===== src/rtl/sprite_anim_engine.sv =====
// sprite_anim_engine: positioned, 2^n-scaled, flippable, animated sprite.
// Optional macro SPRITE_VFLIP_EN adds a shadowed flip_v (row mirror) input.
module sprite_anim_engine #(
  parameter int SPR_W      = 64,
  parameter int SPR_H      = 64,
  parameter int FRAMES     = 4,
  parameter int SCALE_LOG2 = 1,
  parameter int IDX_W      = 4,
  parameter int TRANSP_IDX = 0,
  parameter int FRAME_HOLD = 6,
  parameter int ADDR_W     = $clog2(FRAMES*SPR_W*SPR_H)
) (
  input  logic                      vga_clk,
  input  logic                      reset_n,
  input  logic [9:0]                DrawX,
  input  logic [9:0]                DrawY,
  input  logic                      blank,
  input  logic                      frame_start,
  input  logic [9:0]                pos_x,
  input  logic [9:0]                pos_y,
  input  logic                      flip_h,
`ifdef SPRITE_VFLIP_EN
  input  logic                      flip_v,
`endif
  input  logic                      anim_loop,
  input  logic                      play,
  output logic [ADDR_W-1:0]         rom_address,
  input  logic [IDX_W-1:0]          rom_q,
  output logic [IDX_W-1:0]          pix_idx,
  output logic                      pix_opaque,
  output logic [$clog2(FRAMES)-1:0] cur_frame,
  output logic                      anim_done
);

  localparam int TXW = $clog2(SPR_W);
  localparam int TYW = $clog2(SPR_H);
  localparam int FW  = $clog2(FRAMES);
  localparam int HW  = (FRAME_HOLD > 1) ? $clog2(FRAME_HOLD) : 1;

  localparam logic [10:0] SPAN_X = 11'(SPR_W << SCALE_LOG2);
  localparam logic [10:0] SPAN_Y = 11'(SPR_H << SCALE_LOG2);

  localparam logic [FW-1:0]    LAST_FRAME = FW'(FRAMES - 1);
  localparam logic [HW-1:0]    LAST_HOLD  = HW'(FRAME_HOLD - 1);
  localparam logic [IDX_W-1:0] TRANSP     = IDX_W'(TRANSP_IDX);

  typedef enum logic [1:0] {
    S_IDLE,
    S_PLAY,
    S_DONE
  } state_t;

  state_t          state_q;
  state_t          state_d;
  logic [FW-1:0]   frame_q;
  logic [FW-1:0]   frame_d;
  logic [HW-1:0]   hold_q;
  logic [HW-1:0]   hold_d;

  logic [9:0]      sx0;
  logic [9:0]      sy0;
  logic            sflip_h;
  logic            sflip_v;

  logic [10:0]     x11;
  logic [10:0]     y11;
  logic [10:0]     sx11;
  logic [10:0]     sy11;
  logic [10:0]     dx;
  logic [10:0]     dy;
  logic            hit;
  logic [TXW-1:0]  tx;
  logic [TXW-1:0]  txf;
  logic [TYW-1:0]  ty;
  logic [TYW-1:0]  tyf;
  logic [ADDR_W-1:0] addr_d;

  logic            hit_d1;
  logic            hit_d2;

  // Position/flip only change at frame_start, so a frame never tears.
  always_ff @(posedge vga_clk or negedge reset_n) begin
    if (!reset_n) begin
      sx0     <= '0;
      sy0     <= '0;
      sflip_h <= 1'b0;
      sflip_v <= 1'b0;
    end else if (frame_start) begin
      sx0     <= pos_x;
      sy0     <= pos_y;
      sflip_h <= flip_h;
`ifdef SPRITE_VFLIP_EN
      sflip_v <= flip_v;
`else
      sflip_v <= 1'b0;
`endif
    end
  end

  // Hit test and texel address; frame/row/col are power-of-two fields.
  always_comb begin
    x11    = {1'b0, DrawX};
    y11    = {1'b0, DrawY};
    sx11   = {1'b0, sx0};
    sy11   = {1'b0, sy0};
    dx     = x11 - sx11;
    dy     = y11 - sy11;
    hit    = blank
           && (x11 >= sx11) && (x11 < sx11 + SPAN_X)
           && (y11 >= sy11) && (y11 < sy11 + SPAN_Y);
    tx     = TXW'(dx >> SCALE_LOG2);
    ty     = TYW'(dy >> SCALE_LOG2);
    txf    = sflip_h ? (TXW'(SPR_W - 1) - tx) : tx;
    tyf    = sflip_v ? (TYW'(SPR_H - 1) - ty) : ty;
    addr_d = ADDR_W'({frame_q, tyf, txf});
  end

  // Address stage, ROM wait stage, then index/opaque output stage.
  always_ff @(posedge vga_clk or negedge reset_n) begin
    if (!reset_n) begin
      rom_address <= '0;
      hit_d1      <= 1'b0;
      hit_d2      <= 1'b0;
      pix_idx     <= '0;
      pix_opaque  <= 1'b0;
    end else begin
      if (hit) begin
        rom_address <= addr_d;
      end
      hit_d1     <= hit;
      hit_d2     <= hit_d1;
      pix_idx    <= hit_d2 ? rom_q : '0;
      pix_opaque <= hit_d2 && (rom_q != TRANSP);
    end
  end

  // Animation state register.
  always_ff @(posedge vga_clk or negedge reset_n) begin
    if (!reset_n) begin
      state_q <= S_IDLE;
      frame_q <= '0;
      hold_q  <= '0;
    end else begin
      state_q <= state_d;
      frame_q <= frame_d;
      hold_q  <= hold_d;
    end
  end

  // Next state: play always restarts and beats a coincident frame_start.
  always_comb begin
    state_d = state_q;
    frame_d = frame_q;
    hold_d  = hold_q;
    if (play) begin
      state_d = S_PLAY;
      frame_d = '0;
      hold_d  = '0;
    end else begin
      unique case (state_q)
        S_IDLE: begin
          frame_d = '0;
          hold_d  = '0;
        end
        S_PLAY: begin
          if (frame_start) begin
            if (hold_q == LAST_HOLD) begin
              hold_d = '0;
              if (frame_q == LAST_FRAME) begin
                if (anim_loop) begin
                  frame_d = '0;
                end else begin
                  state_d = S_DONE;
                end
              end else begin
                frame_d = frame_q + 1'b1;
              end
            end else begin
              hold_d = hold_q + 1'b1;
            end
          end
        end
        S_DONE: begin
          frame_d = frame_q;
        end
        default: begin
          state_d = S_IDLE;
          frame_d = '0;
          hold_d  = '0;
        end
      endcase
    end
  end

  assign cur_frame = frame_q;
  assign anim_done = (state_q == S_DONE);

endmodule

===== config.mk =====
export PLATFORM = sky130hd
export DESIGN_NAME = sprite_anim_engine
export DESIGN_NICKNAME = d
export VERILOG_FILES = /design/src/rtl/sprite_anim_engine.sv
export SDC_FILE = /design/constraint.sdc
export NUM_CORES = 1
export LEC_CHECK = 0
export ABC_AREA = 1
export BUFFER_PORTS_ARGS = -buffer_cell sky130_fd_sc_hd__buf_2
export CAP_MARGIN = 0
export CORE_ASPECT_RATIO = 1.5
export CORE_MARGIN = 1
export CORE_UTILIZATION = 58
export DETAILED_ROUTE_END_ITERATION = 12
export PLACE_DENSITY = 0.85
export SLEW_MARGIN = 20
export SYNTH_ARGS = -nofsm -noshare
export SYNTH_HDL_FRONTEND = slang
export SYNTH_SLANG_ARGS = --single-unit

===== constraint.sdc =====
create_clock -name vga_clk -period 3.9 [get_ports vga_clk]
set_clock_uncertainty 0.15 [all_clocks]
set_input_delay 0.195 -clock vga_clk [delete_from_list [all_inputs] [get_ports vga_clk]]
set_output_delay 0.195 -clock vga_clk [all_outputs]
set_load 0.005 [all_outputs]

After elaboration in Yosys (flattened, before gate mapping). Cells that the tools add are included.

Word-level logic and storage cells: 62. Latch bits: 0. Flip-flop bits (word level): 49. Memories kept: 0. Output and inout port bits: 22. RAM bits: 0. Memory bits (read-only): 0.

Multiplexer cells: 18. $mul: 0. Add/sub/neg operators: 7. Equal/unequal tests: 11. $lt $le $gt $ge: 4. Shift-type cells: 0. Div/mod/pow operators: 0. Bitwise logic cells: 0. Reduce and logical (&&, ||, !) cells: 11.

Operators by type and width (count): adder 10 x 8 -> 11 bit, second input constant (2); < comparator 10 x 11 -> 1 bit (2); >= comparator 10 bit (2); two-way mux 2 bit (10); subtractor 7 bit (2); != test 3 bit, second input constant (4); two-way mux 3 bit (3); one-hot mux 2 bit (2 select lines) (2); two-way mux 6 bit (1); one-hot mux 3 bit (2 select lines) (1); subtractor 6 bit, first input constant (1); logical AND 1 bit (5); AND reduction 5 bit (1); equality test 2 bit, second input constant (2); two-way mux 4 bit (1); != test 4 bit, second input constant (1); AND reduction 4 bit (1); nonzero test 4 bit (1); adder 3 x 1 -> 3 bit, second input constant (1); equality test 3 bit, second input constant (1); adder 2 x 1 -> 2 bit, second input constant (1); equality test 2 x 1 -> 1 bit, second input constant (1); logical NOT 2 bit (1); != test 2 x 1 -> 1 bit, second input constant (1); other kinds (3) (3).

Depth between registers and ports, before layout. Gate-level depths: netlist (run 1).

Depth in word-level cells: 6. Gate-level depth with buffers: 14.

Least setup slack after synthesis (run 1). No wires, ideal clock.

Path kind: flip-flop to flip-flop. Start: reg sy0[7]. End: reg rom_address[12]. Path buffers: 1. Clock period less this slack: 2142 ps. Required time: 3635 ps. Arrival time: 1876 ps. Slack: 1758 ps. Cell stages (with the launch flop): 12. Path through: dfrtp_1 ha_1 inv_1 ha_1 a21o_1 a31oi_1 nand2_4 nor2_8 nand2_4 buf_8 nand2_2 nand2_2.

Cells in the longest elaborated chain, start to end: 3. Elaborated cells on any way between the ends: 5.

RTL lines: start: declaration (RTL line 61) `logic [9:0] sy0;`; start signal: assignment (RTL line 90) `sy0 <= pos_y;`; adder 10 x 8 -> 11 bit / >= comparator 10 bit (equally long branches) (RTL line 110) `&& (y11 >= sy11) && (y11 < sy11 + SPAN_Y);`; < comparator 10 x 11 -> 1 bit / logical AND 1 bit (equally long branches) (RTL line 110); logical AND 1 bit (*) (RTL line 110); end signal: assignment (RTL line 128) `rom_address <= addr_d;`; end: declaration (RTL line 27) `output logic [ADDR_W-1:0] rom_address,`.

Mark *: on every way between the ends. The rest lies on a longest branch, timed or not. A chain may end at the register's enable or synchronous reset.

Final worst setup path (run 1).
Start: reg sy0[7]. End: reg rom_address[2].

The elaborated chain is that of the path after synthesis.

==> results of run 1 <==
state kept, by name, summed over array words and instances, names as in the netlist:
| register | flops |
|---|---|
| cur_frame | 2 |
| hit_d1 | 1 |
| hit_d2 | 1 |
| hold_q | 3 |
| pix_idx | 4 |
| pix_opaque | 1 |
| rom_address | 14 |
| sflip_h | 1 |
| state_q | 2 |
| sx0 | 10 |
| sy0 | 10 |
cell families (layout without fill, tap and decap cells):
group                    after synthesis  in the layout  synth area share (%)
AO/OA/AOI/OAI                         48             48                  8.71
flip-flops                            49             49                  39.3
adder cells (fa/ha/maj)               31             31                  12.9
buffers and inverters                 72            171                  9.43
AND/OR/NAND/NOR                      167            167                  24.8
XOR/XNOR                              17             17                  4.78
cell type report:
| cell class | count | share of cell area [%] |
|---|---|---|
| timing repair buffer | 99 | 16.3 |
| inverter | 64 | 6.20 |
| tap | 68 | 2.20 |
| sequential | 49 | 31.7 |
| clock inverter | 3 | 0.549 |
| multi-input combinational | 263 | 41.3 |
| clock buffer | 5 | 1.78 |
cell usage in the layout, fill, tap and decap left out:
master | Yosys | routed
nand3_1 | 26 | 26
nand2_2 | 20 | 20
nand3_2 | 1 | 1
buf_4 | 1 | 1
a21oi_1 | 15 | 15
ha_1 | 29 | 29
nand4_1 | 2 | 2
nor3_1 | 3 | 3
a21o_1 | 2 | 2
xnor2_1 | 10 | 10
clkbuf_8 | 0 | 5
nor2_4 | 1 | 1
nor2_2 | 3 | 3
nand2_4 | 2 | 2
dfrtp_1 | 49 | 49
buf_2 | 1 | 71
inv_1 | 63 | 63
o31ai_1 | 1 | 1
o22ai_1 | 1 | 1
inv_2 | 1 | 1
o41a_1 | 1 | 1
clkinvlp_4 | 0 | 1
dlygate4sd3_1 | 0 | 27
nor2_8 | 1 | 1
clkinv_2 | 0 | 1
a31oi_1 | 3 | 3
nand2_1 | 96 | 96
a21oi_2 | 1 | 1
nor2_1 | 11 | 11
xor2_1 | 7 | 7
o21a_1 | 1 | 1
fa_1 | 2 | 2
o21ai_0 | 22 | 22
o2111a_1 | 1 | 1
nand3b_1 | 1 | 1
inv_6 | 0 | 1
power by group through the flow:
stage,logic [mW],clock network [mW],registers (mW)
floorplan,0.384,0,0.712
global placement,0.545,0,0.721
detailed placement,0.571,0,0.721
CTS,0.595,0.315,0.712
global route,0.675,0.336,0.728
finish,0.592,0.311,0.712
repair_timing:
| item | in CTS | in global routing |
|---|---|---|
| setup buffers | 0 | 0 |
| hold buffers | 27 | 0 |
| hold endpoints to repair | 76 | 0 |
through the flow:
step / hold slack, ns / util [%]
CTS: 0.158 / 74.9
finish: 0.152 / 75.0
floorplan: -0.251 / -
global placement: 0.183 / 68.0
detailed placement: 0.187 / 68.0
global route: 0.184 / 75.0
worst paths after layout:
check / start / to / slack, ns / depth (start not counted)
worst min-delay path: anim_loop / state_q[1]$_DFFE_PN0P_ / 0.15 / 5
worst max-delay path: sy0[7]$_DFFE_PN0P_ / rom_address[2]$_DFFE_PN0P_ / 1.45 / 13
worst min register to register: hit_d1$_DFF_PN0_ / hit_d2$_DFF_PN0_ / 0.21 / 0
worst max register to register: sy0[7]$_DFFE_PN0P_ / rom_address[2]$_DFFE_PN0P_ / 1.45 / 13
max in group asynchronous: reset_n / sx0[2]$_DFFE_PN0P_ / 2.91 / 2
min in group asynchronous: reset_n / rom_address[11]$_DFFE_PN0P_ / 0.29 / 2
metal layers:
| layer | part of all wire (%) | GRT usage [%] |
|---|---|---|
| met1 | 41 | 28.2 |
| met2 | 54 | 44.9 |
| met3 | 3.6 | 3.81 |
| met4 | 1.8 | 9.26 |
| met5 | 0 | 0 |
worst max-delay path, stage by stage (launching register included):
cell and delay, ns:
dfrtp_1 0.44, ha_1 0.30, inv_1 0.04, ha_1 0.28, inv_1 0.06, nor2_1 0.03, nand3_1 0.09, inv_1 0.04
a21oi_1 0.11, nand2_1 0.10, nor2_4 0.30, nand2_4 0.22, nand2_1 0.12, nand2_1 0.06
==> metrics.yaml, run 1 <==
global_routing:
  gr-usage-all-layers_pct: 25.0
  grt_pass1_wl_um: 10800
  grt_max_degree: 50
  antenna_found_initial: 0
  overflow: 0
  first_global_vias: 2638
detailed_routing:
  routed_wl_um: 6400
  firstDrtPassIters: 4
  num_vias: 2753
  drc_errors: 0
  drt_iter0_drc: 149
  viasPerCell: 5.00
  wl_per_cell_um: 11.6
  ant_nets: 0
timing:
  setup_viol_count_final: 0
  setup_ws_ns: 1.45
  finalSetupTns_ns: 0
  worst_slew_pin_slew_ns: 0.606
  post-route-min-period_ns: 2.45
  maxSlewHeadroom_pct: 59.6
  rsz0062_at_grt: "false"
  min_period_over_period_pct: 62.9
  drv_slew: 0
  final-hold-violation-count: 0
  clock.fmax_mhz: 408
cells_and_area:
  final_cell_area_mm2: 0.00387
  syn_to_final_growth_pct: 24.2
  layout-drive-gt1-share_pct: 22.8
  nets: 564
  num-fill-cells: 357
  stdcell_count: 551
  insertedDiodeCount: 0
  multiInputGateArea_mm2: 0.00160
  final-seq-area_mm2: 0.00123
placed_design:
  dpl_worst_slack_ns: 1.46
  place_area_mm2: 0.00351
  io_buffers: 72
  place_hpwl_um: 4680
  gp_congestion: 0.836
  place_inst: 516
pwr:
  leakage_nw: 2.20
  clock_power_share_pct: 19.3
  p_int_mw: 1.02
  p_sw_mw: 0.594
  power.total_mw: 1.62
  switching_share_pct: 36.8
  vdd_drop_max_v: 0.000305
  seqPwrFrac_pct: 44.1
  pwr-share-comb_pct: 36.6
  powerDensity_mw_per_mm2: 417
run_status:
  outcome: "completed"
yosys:
  ys_top_cells_by_count: "96 x nand2_1, 63 x inv_1, 49 x dfrtp_1"
  seq_area_frac_synth_pct: 39.3
  synth_top_cell_by_area: "dfrtp_1"
  syn_inst: 384
  synth.most_common_cell: "nand2_1"
  syn-num-nets: 466
  ys_ff_latch: 49
  avgSynthCellArea_um2: 8.12
  synth_cell_types: 34
  synth_area_leaders: "dfrtp_1 39%, ha_1 12%, nand2_1 12%"
  synth_warnings: 0
  netlist_area_mm2: 0.00312
  synth_enable_flop_cells: 0
  synth_top_area_share_pct: 39.3
  synth_ff_type: "dfrtp_1"
  synthArstFlopShare_pct: 100
setup_path:
  critPathMaxFanout: 15
  path_class: "flop to flop"
  worstSetupEndpointType: "flop"
  required_ns: 3.96
  cp-start-kind: "flop"
  worstPathArrival_ns: 2.51
clocking:
  clkTransAtPathRegs_ns: 0.10
  htree_num_levels: 2
  cts_sinks: 49
  clockBufferDepth: 2
  cts_resized: 0
  cts-buffers-inserted: 5
  root_buffer: "clkbuf_8"
  cts_tree: "built"
  worstSkewPairLatency_ns: 0.31
floorplan:
  core_area_mm2: 0.00516
  start_util_pct: 60.4
  die_area_mm2: 0.00568
  rows: 32
  die_x_um: 61.9
  ios: 73
  die_height_um: 91.8
flow_run:
  maxCapViolCount: 0
worst_hold_path:
  hold_path_class: "input port to flop"
Power figures use the tool's default switching activity.
==> inputs of run 2 (changes only) <==
--- a/config.mk
+++ b/config.mk
@@ -5,14 +5,14 @@
 export SDC_FILE = /design/constraint.sdc
 export NUM_CORES = 1
 export LEC_CHECK = 0
-export ABC_AREA = 1
+export ABC_AREA = 0
 export BUFFER_PORTS_ARGS = -buffer_cell sky130_fd_sc_hd__buf_2
 export CAP_MARGIN = 0
 export CORE_ASPECT_RATIO = 1.5
 export CORE_MARGIN = 1
-export CORE_UTILIZATION = 58
+export CORE_UTILIZATION = 48
 export DETAILED_ROUTE_END_ITERATION = 12
-export PLACE_DENSITY = 0.85
+export PLACE_DENSITY = 0.76
 export SLEW_MARGIN = 20
 export SYNTH_ARGS = -nofsm -noshare
 export SYNTH_HDL_FRONTEND = slang
==> constraint.sdc (replaced) <==
create_clock -name vga_clk -period 2.2 [get_ports vga_clk]
set_clock_uncertainty 0.15 [all_clocks]
set_input_delay 0.11 -clock vga_clk [delete_from_list [all_inputs] [get_ports vga_clk]]
set_output_delay 0.11 -clock vga_clk [all_outputs]
set_load 0.005 [all_outputs]
==> metrics.yaml, run 2 <==
run_status:
  outcome: "finished with violations"
  failed_checks: "setup timing"
setup_path:
  worstPathArrival_ns: 2.72  # +0.21 ns
  critPathMaxFanout: 8  # -7
  cp_slowest_cell: "dfrtp_1"
  worstSetupEndpointType: "flop"
  cp-start-kind: "flop"
  path_class: "flop to flop"
  r2r_start: "sy0[8]$_DFFE_PN0P_"
  crit_start: "sy0[8]$_DFFE_PN0P_"
  max_stage_delay_ns: 0.40  # -0.04 ns
  required_ns: 2.24  # -1.72 ns
  cp_cell_sequence: "ha_1, inv_2, ha_4, a21o_1, a21oi_2, a2bb2oi_1, nand4_1, nor4_4, buf_6, mux2_4"
timing:
  clock.fmax_mhz: 373  # -8.4%
  maxSlewHeadroom_pct: 58.8  # -0.81 points
  min_period_over_period_pct: 122  # +59 points
  drv_slew: 0  # unchanged
  setup_viol_count_final: 15  # +15
  setup_ws_ns: -0.478  # -1.93 ns
  worst_slew_pin_slew_ns: 0.619  # +0.0122 ns
  post-route-min-period_ns: 2.68  # +0.225 ns
  final-hold-violation-count: 0  # unchanged
  finalSetupTns_ns: -6.60  # -6.60 ns
  rsz0062_at_grt: "true"
worst_hold_path:
  hold_path_class: "input port to flop"
  worstHoldStart: "frame_start"
yosys:
  synthArstFlopShare_pct: 100  # unchanged
  syn_inst: 289  # -25%
  synth_enable_flop_cells: 0  # unchanged
  synth_compound_area_share_pct: 14.0  # +5.3 points
  synthAdderAreaFrac_pct: 13.8  # +0.87 points
  synth_top_family_by_area: "compound AO/OA/AOI/OAI gates"
  synth_xor_area_share_pct: 5.40  # +0.62 points
  syn-num-nets: 371  # -20%
  synth_warnings: 0  # unchanged
  synth_top_area_share_pct: 42.0  # +2.7 points
  netlist_area_mm2: 0.00292  # -6.3%
  synth_cell_types: 39  # +15%
  avgSynthCellArea_um2: 10.1  # +24%
  synth_area_leaders: "dfrtp_1 42%, ha_1 12%, inv_1 4.2%"
  synth.most_common_cell: "dfrtp_1"
  synth_top_cell_by_area: "dfrtp_1"
  synth_simple_gate_area_share_pct: 11.7  # -13 points
  seq_area_frac_synth_pct: 42.0  # +2.7 points
  synth_ff_type: "dfrtp_1"
  ys_ff_latch: 49  # unchanged
  synth_mux_area_share_pct: 7.54  # +7.5 points
  ys_top_cells_by_count: "49 x dfrtp_1, 33 x inv_1, 29 x ha_1"
pwr:
  leakage_nw: 2.13  # -3.2%
  powerDensity_mw_per_mm2: 660  # +58%
  power.total_mw: 2.70  # +67%
  vdd_drop_max_v: 0.000396  # +30%
clocking:
  htree_num_levels: 2  # unchanged
  cts-buffers-inserted: 5  # unchanged
  cts_sinks: 49  # unchanged
  clkTransAtPathRegs_ns: 0.10  # about the same
  clockBufferDepth: 2  # unchanged
  cts_tree: "built"
  root_buffer: "clkbuf_8"
  worstSkewPairLatency_ns: 0.30  # about the same
detailed_routing:
  ant_nets: 0  # unchanged
  wl_per_cell_um: 13.6  # +17%
  firstDrtPassIters: 4  # unchanged
  drt_iter0_drc: 92  # -38%
  drc_errors: 0  # unchanged
  routed_wl_um: 6830  # +6.7%
  num_vias: 2539  # -7.8%
  viasPerCell: 5.05  # +1.0%
cells_and_area:
  regMostFlops: "rom_address"
  final_common_cell: "buf_2"
  insertedDiodeCount: 0  # unchanged
  nets: 512  # -9.2%
  syn_to_final_growth_pct: 40.1
  final_util_pct: 70.2  # -4.8 points
  final_cell_mix: "72 x buf_2, 49 x dfrtp_1, 38 x buf_4"
  largest_register_ffs: 14  # unchanged
  top_regs: "rom_address (14), sx0 (10), sy0 (10)"
  final_cell_area_mm2: 0.00409  # +5.7%
  layout-drive-gt1-share_pct: 34.8  # +12 points
global_routing:
  antenna_found_initial: 0  # unchanged
  overflow: 0  # unchanged
  first_global_vias: 2597  # -1.6%
  gr-usage-all-layers_pct: 22.5  # -2.5 points
  busiest_layer: "met2"
  grt_pass1_wl_um: 11100  # +3.0%
  grt_util_met3_pct: 3.05  # -0.76 points
  met1_usage_pct: 25.1  # -3.1 points
  grt_use_met2_pct: 41.1  # -3.8 points
  grt_max_degree: 50  # unchanged
placed_design:
  dpl_worst_slack_ns: -0.435  # -1.90 ns
  io_buffers: 72  # unchanged
  place_hpwl_um: 4880  # +4.4%
  place_area_mm2: 0.00363  # +3.5%
  gp_congestion: 0.868  # +3.9%
floorplan:
  ios: 73  # unchanged
  die_area_mm2: 0.00641  # +13%
  rows: 34  # +6.3%
  start_util_pct: 50.1  # -10 points
  die_x_um: 65.7  # +6.2%
  core_area_mm2: 0.00583  # +13%
  die_height_um: 97.5  # +6.2%
flow_run:
  maxCapViolCount: 0  # unchanged
[run 2: cell count changes in the layout (fill, tap and decap cells not counted), moves of 4 or more]
cell,delta
nand2_1,-68
buf_4,+37
inv_1,-32
nand3_1,-22
nand2_2,-20
mux2_4,+13
a21o_1,+6
and2_1,+5
nor2b_1,+5
and3_1,+4
[run 2: repair_timing]
item,in CTS,in global routing
cloned,0,0
endpoints found under the setup margin,15,15
hold endpoints to repair,78,0
pin swaps,0,9
hold buffers,28,0
setup buffers,1,1
gates resized for setup,8,9
[run 2: kinds of logic after synthesis]
family          after synthesis
mux                          17
simple gates                 67
flops                        49
fa+ha+maj                    31
buf+inv                      40
xor+xnor                     18
compound gates               67
[run 2: final timing paths]
kind                                               end  depth (start not counted)  slack [ns]
max in group asynchronous           sx0[8]$_DFFE_PN0P_                          3        1.19
min reg2reg                           hit_d2$_DFF_PN0_                          0        0.21
min                                 sx0[2]$_DFFE_PN0P_                          3        0.05
min in group asynchronous         pix_opaque$_DFF_PN0_                          3        0.29
max                        rom_address[12]$_DFFE_PN0P_                         10       -0.48
max reg2reg                rom_address[12]$_DFFE_PN0P_                         10       -0.48
[run 2: worst max-delay path, delay by kind of cell (launching register included)]
family / cells / cell delay, ns
fa+ha+maj: 2 / 0.50
simple gates: 2 / 0.50
compound gates: 3 / 0.43
flops: 1 / 0.40
mux: 1 / 0.31
buf+inv: 2 / 0.28
[run 2: per-layer routing]
| metal | vias to the layer above | wire length, um |
|---|---|---|
| met1 | 1196 | 2780 |
| met2 | 62 | 3690 |
| met3 | 14 | 213 |
| met4 | 0 | 146 |
| met5 | - | 0 |
| li1 | 1267 | - |
[run 2: final cells by class]
cell class,count,area [um2]
multi-input combinational,200,1600
sequential,49,1230
clock inverter,3,21.3
timing repair buffer,141,960
clock buffer,5,68.8
inverter,33,124
tap,72,90.1
fill,440,1740
[run 2: where the power goes]
group | total [mW] | internal, mW | switching [mW]
Sequential | 1.16 | 1.05 | 0.103
Clock | 0.549 | 0.226 | 0.323
Combinational | 0.996 | 0.585 | 0.411
Total | 2.70 | 1.86 | 0.837
[run 2: stage by stage]
step / std cells / hold WS, ns
global route: 503 / 0.0600
finish: 503 / 0.0523
global placement: 466 / 0.0984
detailed placement: 466 / 0.102
CTS: 503 / 0.0497
floorplan: 289 / -0.336
==> inputs of run 3 (changes only) <==
--- a/config.mk
+++ b/config.mk
@@ -13,6 +13,7 @@
 export CORE_UTILIZATION = 48
 export DETAILED_ROUTE_END_ITERATION = 12
 export PLACE_DENSITY = 0.76
+export REMOVE_ABC_BUFFERS = 1
 export SLEW_MARGIN = 20
 export SYNTH_ARGS = -nofsm -noshare
 export SYNTH_HDL_FRONTEND = slang
==> constraint.sdc (replaced) <==
create_clock -name vga_clk -period 2.18 [get_ports vga_clk]
set_clock_uncertainty 0.15 [all_clocks]
set_input_delay 0.109 -clock vga_clk [delete_from_list [all_inputs] [get_ports vga_clk]]
set_output_delay 0.109 -clock vga_clk [all_outputs]
set_load 0.005 [all_outputs]
==> metrics.yaml, run 3 (synthesis results as in run 2) <==
timing:
  rsz0062_at_grt: "true"
  setup_viol_count_final: 15  # unchanged
  hold_slack_ns: 0.0601  # +0.00781 ns
  final-hold-violation-count: 0  # unchanged
  clock.fmax_mhz: 381  # +2.0%
  min_period_over_period_pct: 120  # -1.3 points
  drv_slew: 0  # unchanged
  setup_ws_ns: -0.446  # +0.0319 ns
  maxSlewHeadroom_pct: 48.5  # -10 points
  post-route-min-period_ns: 2.63  # -0.0519 ns
  worst_slew_pin_slew_ns: 0.772  # +0.153 ns
global_routing:
  gr-usage-all-layers_pct: 22.7  # +0.21 points
  antenna_found_initial: 0  # unchanged
  grt_max_degree: 34  # -32%
  first_global_vias: 2633  # +1.4%
  grt_pass1_wl_um: 11200  # +0.75%
  overflow: 0  # unchanged
clocking:
  root_buffer: "clkbuf_8"
  cts_sinks: 49  # unchanged
  htree_num_levels: 2  # unchanged
  clockBufferDepth: 2  # unchanged
  cts-buffers-inserted: 5  # unchanged
  cts_tree: "built"
  clkTransAtPathRegs_ns: 0.10  # about the same
  worstSkewPairLatency_ns: 0.31  # about the same
detailed_routing:
  viasPerCell: 5.05  # about the same
  ant_nets: 0  # unchanged
  firstDrtPassIters: 4  # unchanged
  num_vias: 2529  # -0.39%
  drt_iter0_drc: 63  # -32%
  drc_errors: 0  # unchanged
  wl_per_cell_um: 13.2  # -3.0%
  routed_wl_um: 6600  # -3.4%
floorplan:
  die_area_mm2: 0.00641  # unchanged
  die_x_um: 65.7  # unchanged
  start_util_pct: 50.1  # unchanged
  die_height_um: 97.5  # unchanged
  rows: 34  # unchanged
  core_area_mm2: 0.00583  # unchanged
  ios: 73  # unchanged
pwr:
  power.total_mw: 2.68  # -0.91%
  leakage_nw: 2.10  # -1.5%
  vdd_drop_max_v: 0.000431  # +8.7%
  powerDensity_mw_per_mm2: 663  # +0.44%
cells_and_area:
  final_cell_mix: "72 x buf_2, 49 x dfrtp_1, 38 x buf_4"
  final_util_pct: 69.3  # -0.94 points
  num-fill-cells: 464  # +5.5%
  nets: 510  # -0.39%
  final_common_cell: "buf_2"
  multiInputGateArea_mm2: 0.00156  # -2.9%
  syn_to_final_growth_pct: 38.2
  insertedDiodeCount: 0  # unchanged
  layout-drive-gt1-share_pct: 33.3  # -1.5 points
  final-seq-area_mm2: 0.00123  # unchanged
  stdcell_count: 501  # -0.40%
  top_regs: "rom_address (14), sx0 (10), sy0 (10)"
  regMostFlops: "rom_address"
  largest_register_ffs: 14  # unchanged
worst_hold_path:
  hold_path_class: "input port to flop"
  hold_depth: 3  # unchanged
setup_path:
  crit_family: "adder cells"
  cp_cell_sequence: "ha_1, inv_2, ha_4, a21o_1, a21oi_2, a2bb2oi_1, nand4_1, nor4_4, buf_12, mux2_2"
  rr_worst_depth: 10  # unchanged
  cp-start-kind: "flop"
  cp.depth: 10  # unchanged
  path_class: "flop to flop"
  worstPathArrival_ns: 2.67  # -0.05 ns
  required_ns: 2.23  # about the same
  cp_slowest_cell: "dfrtp_1"
  worstSetupEndpointType: "flop"
  critPathMaxFanout: 15  # +7
  crit_buf_inv: 2  # unchanged
  max_stage_delay_ns: 0.40  # about the same
placed_design:
  place_inst: 465  # -0.21%
  place_hpwl_um: 4800  # -1.7%
  io_buffers: 72  # unchanged
  gp_congestion: 0.855  # -1.5%
  dpl_worst_slack_ns: -0.465  # -0.0307 ns
run_status:
  outcome: "finished with violations"
  failed_checks: "setup timing"
flow_run:
  maxCapViolCount: 0  # unchanged
## run 3: changes by cell type in the layout (fill, tap and decap cells not counted), moves of 2 or more
| cell | change |
|---|---|
| mux2_2 | +5 |
| mux2_4 | -5 |
| buf_6 | -3 |
| ha_1 | +2 |
| xnor2_1 | +2 |
| xnor2_2 | -2 |
## run 3: routing by layer
metal	GRT usage, %	wire [um]	up-vias
met3	3.52	170	13
met2	41.6	3670	47
met5	0	0	-
li1	-	-	1271
met1	24.6	2600	1198
met4	9.70	158	0
## run 3: final cells by class
| type | instances | area share [%] |
|---|---|---|
| multi-input combinational | 200 | 38.5 |
| tap | 72 | 2.23 |
| sequential | 49 | 30.4 |
| inverter | 33 | 3.07 |
| clock buffer | 5 | 1.70 |
| clock inverter | 3 | 0.651 |
| timing repair buffer | 139 | 23.4 |
## run 3: path summary, 6_finish.rpt
check / slack [ns] / startpoint / to
max reg2reg: -0.45 / sy0[7]$_DFFE_PN0P_ / rom_address[3]$_DFFE_PN0P_
min reg2reg: 0.22 / hit_d1$_DFF_PN0_ / hit_d2$_DFF_PN0_
max in group asynchronous: 0.99 / reset_n / pix_idx[3]$_DFF_PN0_
max: -0.45 / sy0[7]$_DFFE_PN0P_ / rom_address[3]$_DFFE_PN0P_
min in group asynchronous: 0.25 / reset_n / sx0[8]$_DFFE_PN0P_
min: 0.06 / frame_start / sx0[1]$_DFFE_PN0P_
## run 3: report_power, final
group | internal, mW | total (mW) | leakage, nW | switching (mW)
registers | 1.06 | 1.15 | 0.615 | 0.0869
clock network | 0.234 | 0.572 | 0.0423 | 0.338
logic | 0.550 | 0.956 | 1.44 | 0.406
## run 3: metrics by stage
stage | cell area [um2] | TNS [ns]
after CTS | 4010 | -6.61
after floorplan | 2880 | -10.92
final | 4040 | -5.77
after global placement | 3640 | -5.81
after detailed placement | 3640 | -6.13
after global routing | 4040 | -6.85
## run 3: what timing repair did
action | in CTS | in global routing
endpoints found under the hold margin | 62 | 0
endpoints found under the setup margin | 15 | 15
hold buffers | 28 | 0
buffers inserted | 0 | 0
resized for setup | 0 | 4
## run 3: worst reg2reg max path: stages (launching register included)
cell,delay [ns]
dfrtp_1,0.40
ha_1,0.30
inv_2,0.07
ha_4,0.19
a21o_1,0.16
a21oi_2,0.12
a2bb2oi_1,0.15
nand4_1,0.14
nor4_4,0.29
buf_12,0.20
mux2_2,0.34
